**src/rtl/mul_share_arb.sv**
```systemverilog
// mul_share_arb: round-robin scheduler sharing one pipelined 16x16 multiplier.
// Ports: clk/rst (async low); en; req_valid/ready/op1/op2 in; mul_op1/2, mul_res;
//        rsp_valid/ack/data per requester; busy; grant_id (last issued ID).
module mul_share_arb #(
  parameter int NREQ    = 4,
  parameter int MUL_LAT = 2,
  parameter int IDW     = 2
) (
  input  logic               clk,
  input  logic               rst,
  input  logic               en,
  input  logic [NREQ-1:0]    req_valid,
  output logic [NREQ-1:0]    req_ready,
  input  logic [NREQ*16-1:0] req_op1,
  input  logic [NREQ*16-1:0] req_op2,
  output logic [15:0]        mul_op1,
  output logic [15:0]        mul_op2,
  input  logic [31:0]        mul_res,
  output logic [NREQ-1:0]    rsp_valid,
  input  logic [NREQ-1:0]    rsp_ack,
  output logic [NREQ*32-1:0] rsp_data,
  output logic               busy,
  output logic [IDW-1:0]     grant_id
);

  logic [NREQ-1:0]    pending;
  logic [NREQ-1:0]    elig;
  logic [NREQ-1:0]    sel;
  logic [IDW-1:0]     rr_ptr;
  logic [IDW-1:0]     sel_id;
  logic [IDW-1:0]     nxt_ptr;
  logic               sel_v;
  logic               xfer;
  logic [MUL_LAT-1:0] pv;
  logic [IDW-1:0]     pid [MUL_LAT];
  logic               done;
  logic [IDW-1:0]     done_id;

  assign elig = req_valid & ~pending & {NREQ{en}};

  always_comb begin
    int idx;
    sel_v  = 1'b0;
    sel_id = '0;
    idx    = 0;
    for (int k = 0; k < NREQ; k++) begin
      idx = int'(rr_ptr) + k;
      if (idx >= NREQ) idx = idx - NREQ;
      if (!sel_v && elig[idx]) begin
        sel_v  = 1'b1;
        sel_id = IDW'(idx);
      end
    end
    sel = sel_v ? (NREQ'(1) << sel_id) : '0;
  end

  // Gate with reset so nothing is offered while reset is held.
  assign req_ready = sel & {NREQ{rst}};
  assign xfer      = |(req_valid & req_ready);
  assign nxt_ptr   = (sel_id == IDW'(NREQ - 1)) ? '0 : sel_id + 1'b1;
  assign done      = pv[MUL_LAT-1];
  assign done_id   = pid[MUL_LAT-1];
  assign busy      = |pending;

  always_ff @(posedge clk or negedge rst) begin
    if (!rst) begin
      rr_ptr   <= '0;
      grant_id <= '0;
      mul_op1  <= '0;
      mul_op2  <= '0;
    end else if (xfer) begin
      rr_ptr   <= nxt_ptr;
      grant_id <= sel_id;
      mul_op1  <= req_op1[{sel_id, 4'd0} +: 16];
      mul_op2  <= req_op2[{sel_id, 4'd0} +: 16];
    end
  end

  // Valid+ID shadow of the multiplier pipeline.
  always_ff @(posedge clk or negedge rst) begin
    if (!rst) begin
      pv <= '0;
      for (int k = 0; k < MUL_LAT; k++) pid[k] <= '0;
    end else begin
      pv[0]  <= xfer;
      pid[0] <= sel_id;
      for (int k = 1; k < MUL_LAT; k++) begin
        pv[k]  <= pv[k-1];
        pid[k] <= pid[k-1];
      end
    end
  end

  // Issue and ack never hit the same ID on one edge: issue needs !pending,
  // ack needs rsp_valid, which implies pending.
  always_ff @(posedge clk or negedge rst) begin
    if (!rst) begin
      pending   <= '0;
      rsp_valid <= '0;
      rsp_data  <= '0;
    end else begin
      for (int i = 0; i < NREQ; i++) begin
        if (rsp_valid[i] && rsp_ack[i]) begin
          rsp_valid[i] <= 1'b0;
          pending[i]   <= 1'b0;
        end
        if (done && done_id == IDW'(i)) begin
          rsp_valid[i]         <= 1'b1;
          rsp_data[32*i +: 32] <= mul_res;
        end
        if (xfer && sel[i]) pending[i] <= 1'b1;
      end
    end
  end

endmodule

```
**config.mk**
```make
export PLATFORM = sky130hd
export DESIGN_NAME = mul_share_arb
export DESIGN_NICKNAME = d
export VERILOG_FILES = /design/src/rtl/mul_share_arb.sv
export SDC_FILE = /design/constraint.sdc
export NUM_CORES = 1
export LEC_CHECK = 0
export BUFFER_PORTS_ARGS = -buffer_cell sky130_fd_sc_hd__buf_2
export CAP_MARGIN = 20
export CORE_UTILIZATION = 23
export DETAILED_ROUTE_END_ITERATION = 6
export HOLD_SLACK_MARGIN = 0.05
export PLACE_DENSITY = 0.43
export SLEW_MARGIN = 20
export SYNTH_ARGS = -nofsm -noshare
export SYNTH_HDL_FRONTEND = slang
export SYNTH_SLANG_ARGS = --single-unit
```
**constraint.sdc**
```tcl
create_clock -name clk -period 6.55 [get_ports clk]
set_clock_uncertainty 0.05 [all_clocks]
set_input_delay 0.9825 -clock clk [delete_from_list [all_inputs] [get_ports clk]]
set_output_delay 0.9825 -clock clk [all_outputs]
set_load 0.02 [all_outputs]
```
==> impl_metrics.yaml, run 1 <==
sta:
  worst_slew_pin_slew_ns: 0.8969
  fin_setup_tns_ns: 0
  fmax_ghz: 0.2661
  min_period_ns: 3.758
  setup_violations: 0
  finalMaxSlewViolations: 0
  maxSlewHeadroom_pct: 40.21
  fin_crit_sh_pct: 57.38
  hold_viol_final: 0
  rsz0062_at_grt: "no"
setup_path:
  end_kind: "flip-flop"
  r2r-end: "mul_op2[8]"
  worstSetupStartpointType: "input pin"
  worst-path-buf-inv: 3
  path_depth: 12
  crit_type: "input pin to flip-flop"
  worstRegToRegCells: 11
  regToRegSetupSlack_ns: 3.01
  slowest_delay_ns: 0.57
  r2r_start: "rr_ptr[0]"
  path_cells: "buf_2, nor2b_1, a311oi_1, nor2_4, inv_1, ha_1, a22oi_1, nand2_1, nand2_2, inv_4, nand2_4, o221ai_1"
  critPathMaxFanout: 36
  critPathArrivalTime_ns: 3.99
  cp_top_family: "simple AND/OR/NAND/NOR gates"
  cpMaxStageDelayCell: "nand2_2"
  critPathRequiredTime_ns: 6.78
drt:
  dr.pass1.iters: 4
  ant_nets: 0
  drtIter0Drc: 234
  vias: 5612
  vias_per_cell: 4.248
  drc_errors: 0
  routedWlPerCell_um: 16.74
  drt-total-wl_um: 22120
global_route:
  grt_pass1_wl_um: 33750
  gr-usage-all-layers_pct: 13.15
  grt_max_degree: 70
  overflow: 0
  antenna_found_initial: 0
  grt_pass1_vias: 5598
run_status:
  status: "finished, final reports clean"
synthesis:
  synth_warnings: 0
  yosysSeqAreaShare_pct: 58.71
  synth_edf_count: 0
  synth_top_area_share_pct: 58.71
  async_flop_share_pct: 100.0
  synth_area_leaders: "dfrtp_1, mux2_2, mux2i_1"
  syn_avg_cell_area_um2: 14.40
  synthDistinctLibCells: 37
  synthFlopType: "dfrtp_1"
  synthCells: 527
  synthesis.nets: 702
  ys_ff_latch: 178
  synthesis.area_um2: 7587
  yosysTopAreaCell: "dfrtp_1"
clock_tree:
  cts_buffer_depth: 2
  cts_root_buffer: "clkbuf_16"
  clkTransAtPathRegs_ns: 0.08
  cts_resized: 0
  numClockSinks: 178
  cts_made_buffers: 17
  clk-insertion-delay-late_ns: 0.44
  cts_tree: "built"
  post_cts_buffers: 0
  htreeDepth: 4
  postCtsHoldBufs: 0
place:
  dpl.hpwl_um: 15670
  placed_cell_area_um2: 9737
  gp_congestion: 0.7818
  io_buffer_count: 341
floorplan:
  fp.dieH_um: 183.6
  io_pins: 342
  floorplan.initialDensity_pct: 23.32
  core_area_um2: 32540
  rows: 66
  die_x_um: 183.6
  die_area_um2: 33720
min_path:
  hold_end: "done_id[0]"
  min-delay-start: "pid[2]"
  hold_class: "flip-flop to flip-flop"
  whs_path_depth: 0
finish:
  layout-drive-gt1-share_pct: 59.16
  syn_to_final_growth_pct: 36.07
  final_area_um2: 10320
  multi_input_area_um2: 2927
  antenna_cells: 0
  seqCellArea_um2: 4454
  n_fill_cell: 3399
  fin_nets: 1041
flow_run:
  maxCapViolations: 0
power:
  p_leak_uw: 0.004950
  power_density_nw_per_um2: 483.2
  ir_drop_uv: 174.0
cell families after synthesis:
kind of cell	after synthesis	share of synthesized area [%]
AND/OR/NAND/NOR	64	4.238
adder cells (fa/ha/maj)	4	0.6597
buffers and inverters	36	2.919
flip-flops	178	58.71
AO/OA/AOI/OAI	53	6.035
multiplexers	192	27.44
how the worst max path moves through the flow:
stage,from,end,slack [ns]
floorplan,req_valid[0],req_ready[1],3.15
global placement,req_valid[2],mul_op2[4],2.34
detailed placement,req_valid[2],mul_op1[7],2.29
CTS,req_valid[2],mul_op2[3],2.75
global route,req_valid[2],mul_op2[2],2.46
finish,req_valid[2],mul_op2[8],2.79
power breakdown:
part	switching, µW	total, µW	internal, µW	leakage, µW
sequential	247	1850	1600	0.00214
clock	521	1040	515	0.000288
combinational	1260	2100	844	0.00253
per-layer routing:
metal  share of wire (%)  vias to the layer above  GRT usage [%]
met5                   0                        -              0
met4                 1.0                        0          3.600
met3                 4.9                       12          2.575
met2                  51                      185          22.24
met1                  43                     2805          16.99
li1                    -                     2610              -
cells in the mapped netlist, types with 3 or more instances:
master    instances
a22oi_1           3
nand2_1          41
and2_1            5
o221ai_1         30
mux2i_1          64
inv_1             6
dfrtp_1         178
nor2b_1           4
nand3b_1          3
ha_1              4
buf_6             7
clkbuf_1         12
a22o_1            4
o21ai_0           4
buf_2             8
mux2_2          128
cell usage in the layout, fill, tap and decap left out, types with 2 or more instances in the layout:
master / instances
a22o_1: 4
a22oi_1: 3
a311oi_1: 2
and2_1: 5
buf_2: 340
buf_4: 7
clkbuf_16: 17
clkinv_4: 4
clkinv_8: 3
dfrtp_1: 178
ha_1: 4
inv_1: 6
inv_6: 3
inv_8: 5
mux2_2: 128
mux2i_1: 64
nand2_1: 41
nand2_4: 2
nand2b_1: 2
nand3b_1: 3
nor2b_1: 4
o21ai_0: 4
o221ai_1: 30
o221ai_2: 2
stage by stage:
stage                     instances  total power (µW)  hold WS [ns]  utilization, %  worst slack [ns]
after floorplan                 527              3208        0.2812               -             3.150
final                          1321              4988        0.3021           31.73             2.792
after detailed placement       1289              4012        0.2847           29.93             2.289
after global routing           1321              5299        0.3089           31.73             2.461
after global placement         1289              3997        0.2845           29.93             2.344
after CTS                      1321              5077        0.3056           31.73             2.749
worst reg2reg max path, stage by stage (launching register included):
cell	delay, ns
dfrtp_1	0.45
nor3b_1	0.30
a311oi_1	0.12
nor2_4	0.43
inv_1	0.16
ha_1	0.27
a22oi_1	0.19
nand2_1	0.08
nand2_2	0.57
inv_4	0.18
nand2_4	0.37
o221ai_1	0.21
layout make-up:
type,instances,area share [%]
multi-input cells,313,28.35
repair buffers,348,17.10
flip-flops and latches,178,43.15
clock buffers,18,4.157
clock inverters,14,1.527
inverters,8,0.3636
well taps,442,5.357
sequential cells by signal, summed over array words and instances, names as in the netlist:
register   flops
done_id        2
grant_id       2
mul_op1       16
mul_op2       16
pending        4
pid            2
pv             2
rr_ptr         2
rsp_data     128
rsp_valid      4
Note: power is estimated with default switching activity, not from simulation.
==> inputs of run 2 (changes only) <==
Clock period 6.55 ns to 3.6 ns, I/O delays scaled along.
==> run 2 against run 1 <==
Compared with the run above: count of clock-buffer cells in the layout shrank 1; worst hold slack got worse by 0.042 ns; setup slack worse by 2.2 ns; total power grew 82%; wire length is 1.2% lower; cell count is 0.30% higher; via count hardly changed; global-route usage is 0.20 points lower; sequential share of layout area is 0.28 points lower; combinational power up 82%.
==> impl_metrics.yaml, run 2 (synthesized netlist as in run 1, its figures left out) <==
setup_path:
  cpMaxStageDelayCell: "or4b_4"
  path_cells: "or4b_4, o211a_1, o221a_2, clkinv_4, ha_1, and2_1, buf_2"
  worstRegToRegCells: 11
  end_kind: "output port"
  crit_type: "flip-flop to output port"
  critPathMaxFanout: 5
  slowest_delay_ns: 0.57
  cp-endpoint: "req_ready[2]"
  r2r-end: "mul_op2[2]"
  r2r_start: "pending[3]"
  critPathRequiredTime_ns: 3.01
  regToRegSetupSlack_ns: 0.79
  critPathLaunch: "rr_ptr[1]"
  worstSetupStartpointType: "flip-flop"
  critPathArrivalTime_ns: 2.40
clock_tree:
  htreeDepth: 4
  cts_root_buffer: "clkbuf_16"
  cts_resized: 0
  clk-insertion-delay-late_ns: 0.43
  cts_made_buffers: 17
  cts_buffer_depth: 2
  cts_tree: "built"
  numClockSinks: 178
  clkTransAtPathRegs_ns: 0.08
drt:
  ant_nets: 0
  dr.pass1.iters: 5
  drtIter0Drc: 213
  vias_per_cell: 4.232
  drt-total-wl_um: 21860
  routedWlPerCell_um: 16.50
  drc_errors: 0
  vias: 5607
floorplan:
  fp.dieH_um: 183.6
  io_pins: 342
  die_x_um: 183.6
  die_area_um2: 33720
  core_area_um2: 32540
  floorplan.initialDensity_pct: 23.32
  rows: 66
finish:
  final_common_cell: "buf_2"
  n_fill_cell: 3415
  multi_input_area_um2: 2927
  reg.largest.list: "rsp_data x128, mul_op1 x16, mul_op2 x16"
  seqCellArea_um2: 4454
  fin_nets: 1045
  regMostFlops: "rsp_data"
  largest_reg_flops: 128
  antenna_cells: 0
  syn_to_final_growth_pct: 36.94
  layout_common_cells: "buf_2, dfrtp_1, mux2_2"
  layout-drive-gt1-share_pct: 59.34
sta:
  min_period_ns: 2.986
  worst_slew_pin_slew_ns: 0.8786
  setup_violations: 0
  hold_viol_final: 0
  rsz0062_at_grt: "no"
  fmax_ghz: 0.3349
  finalMaxSlewViolations: 0
  fin_crit_sh_pct: 82.94
  maxSlewHeadroom_pct: 41.43
  fin_setup_tns_ns: 0
global_route:
  grt_pass1_vias: 5696
  overflow: 0
  antenna_found_initial: 0
  grt_pass1_wl_um: 33230
  gr-usage-all-layers_pct: 12.95
  grt_max_degree: 68
place:
  gp_congestion: 0.7904
  dpl.hpwl_um: 15830
  io_buffer_count: 341
power:
  totalPowerFinal_uw: 9101
  power_density_nw_per_um2: 875.9
  ir_drop_uv: 302.1
  p_leak_uw: 0.004976
flow_run:
  maxCapViolations: 0
min_path:
  hold_class: "input pin to flip-flop"
  whs_path_depth: 2
run_status:
  status: "finished, final reports clean"
## run 2: critical path, delay by kind of cell, from the launching register on
kind	cells	cell delay [ns]
and+or+nand+nor	2	0.72
DFF	1	0.45
AOI/OAI and AO/OA	2	0.33
buffers and inverters	2	0.26
adders and majority gates	1	0.20
## run 2: worst min path at each step
| stage | start | endpoint | slack [ns] |
|---|---|---|---|
| floorplan | rst | done_id[0] | 0.19 |
| global placement | pid[3] | done_id[1] | 0.28 |
| detailed placement | pid[3] | done_id[1] | 0.28 |
| CTS | rsp_ack[1] | rsp_valid[1] | 0.24 |
| global route | rsp_ack[2] | rsp_valid[2] | 0.24 |
| finish | rsp_ack[2] | rsp_valid[2] | 0.26 |
## run 2: routing by layer
metal / vias to the layer above / global-route usage, % / wire length [µm]
met5: - / 0 / 0
met4: 0 / 3.533 / 216
met3: 13 / 3.269 / 1222
met2: 186 / 22.14 / 11120
met1: 2788 / 16.09 / 9303
li1: 2620 / - / -
## run 2: cell type report
| cell class | instances | area share, % |
|---|---|---|
| Clock buffer | 17 | 4.094 |
| Multi-Input combinational cell | 313 | 28.17 |
| Inverter | 8 | 0.3613 |
| Tap cell | 442 | 5.323 |
| Clock inverter | 15 | 1.758 |
| Sequential cell | 178 | 42.87 |
| Timing Repair Buffer | 352 | 17.43 |
## run 2: where the power goes
group,internal (µW),total (µW),switching [µW],leakage [µW]
Clock,948,1910,962,0.000292
Combinational,1550,3830,2280,0.00255
Sequential,2920,3360,446,0.00214
## run 2: metrics by stage
stage | instances | util (%) | area (µm²) | hold WS, ns | setup slack (ns)
floorplan | 527 | - | 7587 | 0.1944 | 0.9126
global route | 1325 | 31.93 | 10390 | 0.2434 | 0.5020
finish | 1325 | 31.93 | 10390 | 0.2600 | 0.6142
global placement | 1292 | 30.03 | 9772 | 0.2848 | 0.6594
CTS | 1325 | 31.93 | 10390 | 0.2406 | 0.5853
detailed placement | 1292 | 30.03 | 9772 | 0.2847 | 0.6146
## run 2: repair_timing
action	CTS	global route
endpoints found under the hold margin	28	0
buffers inserted	0	0
hold buffers	1	0
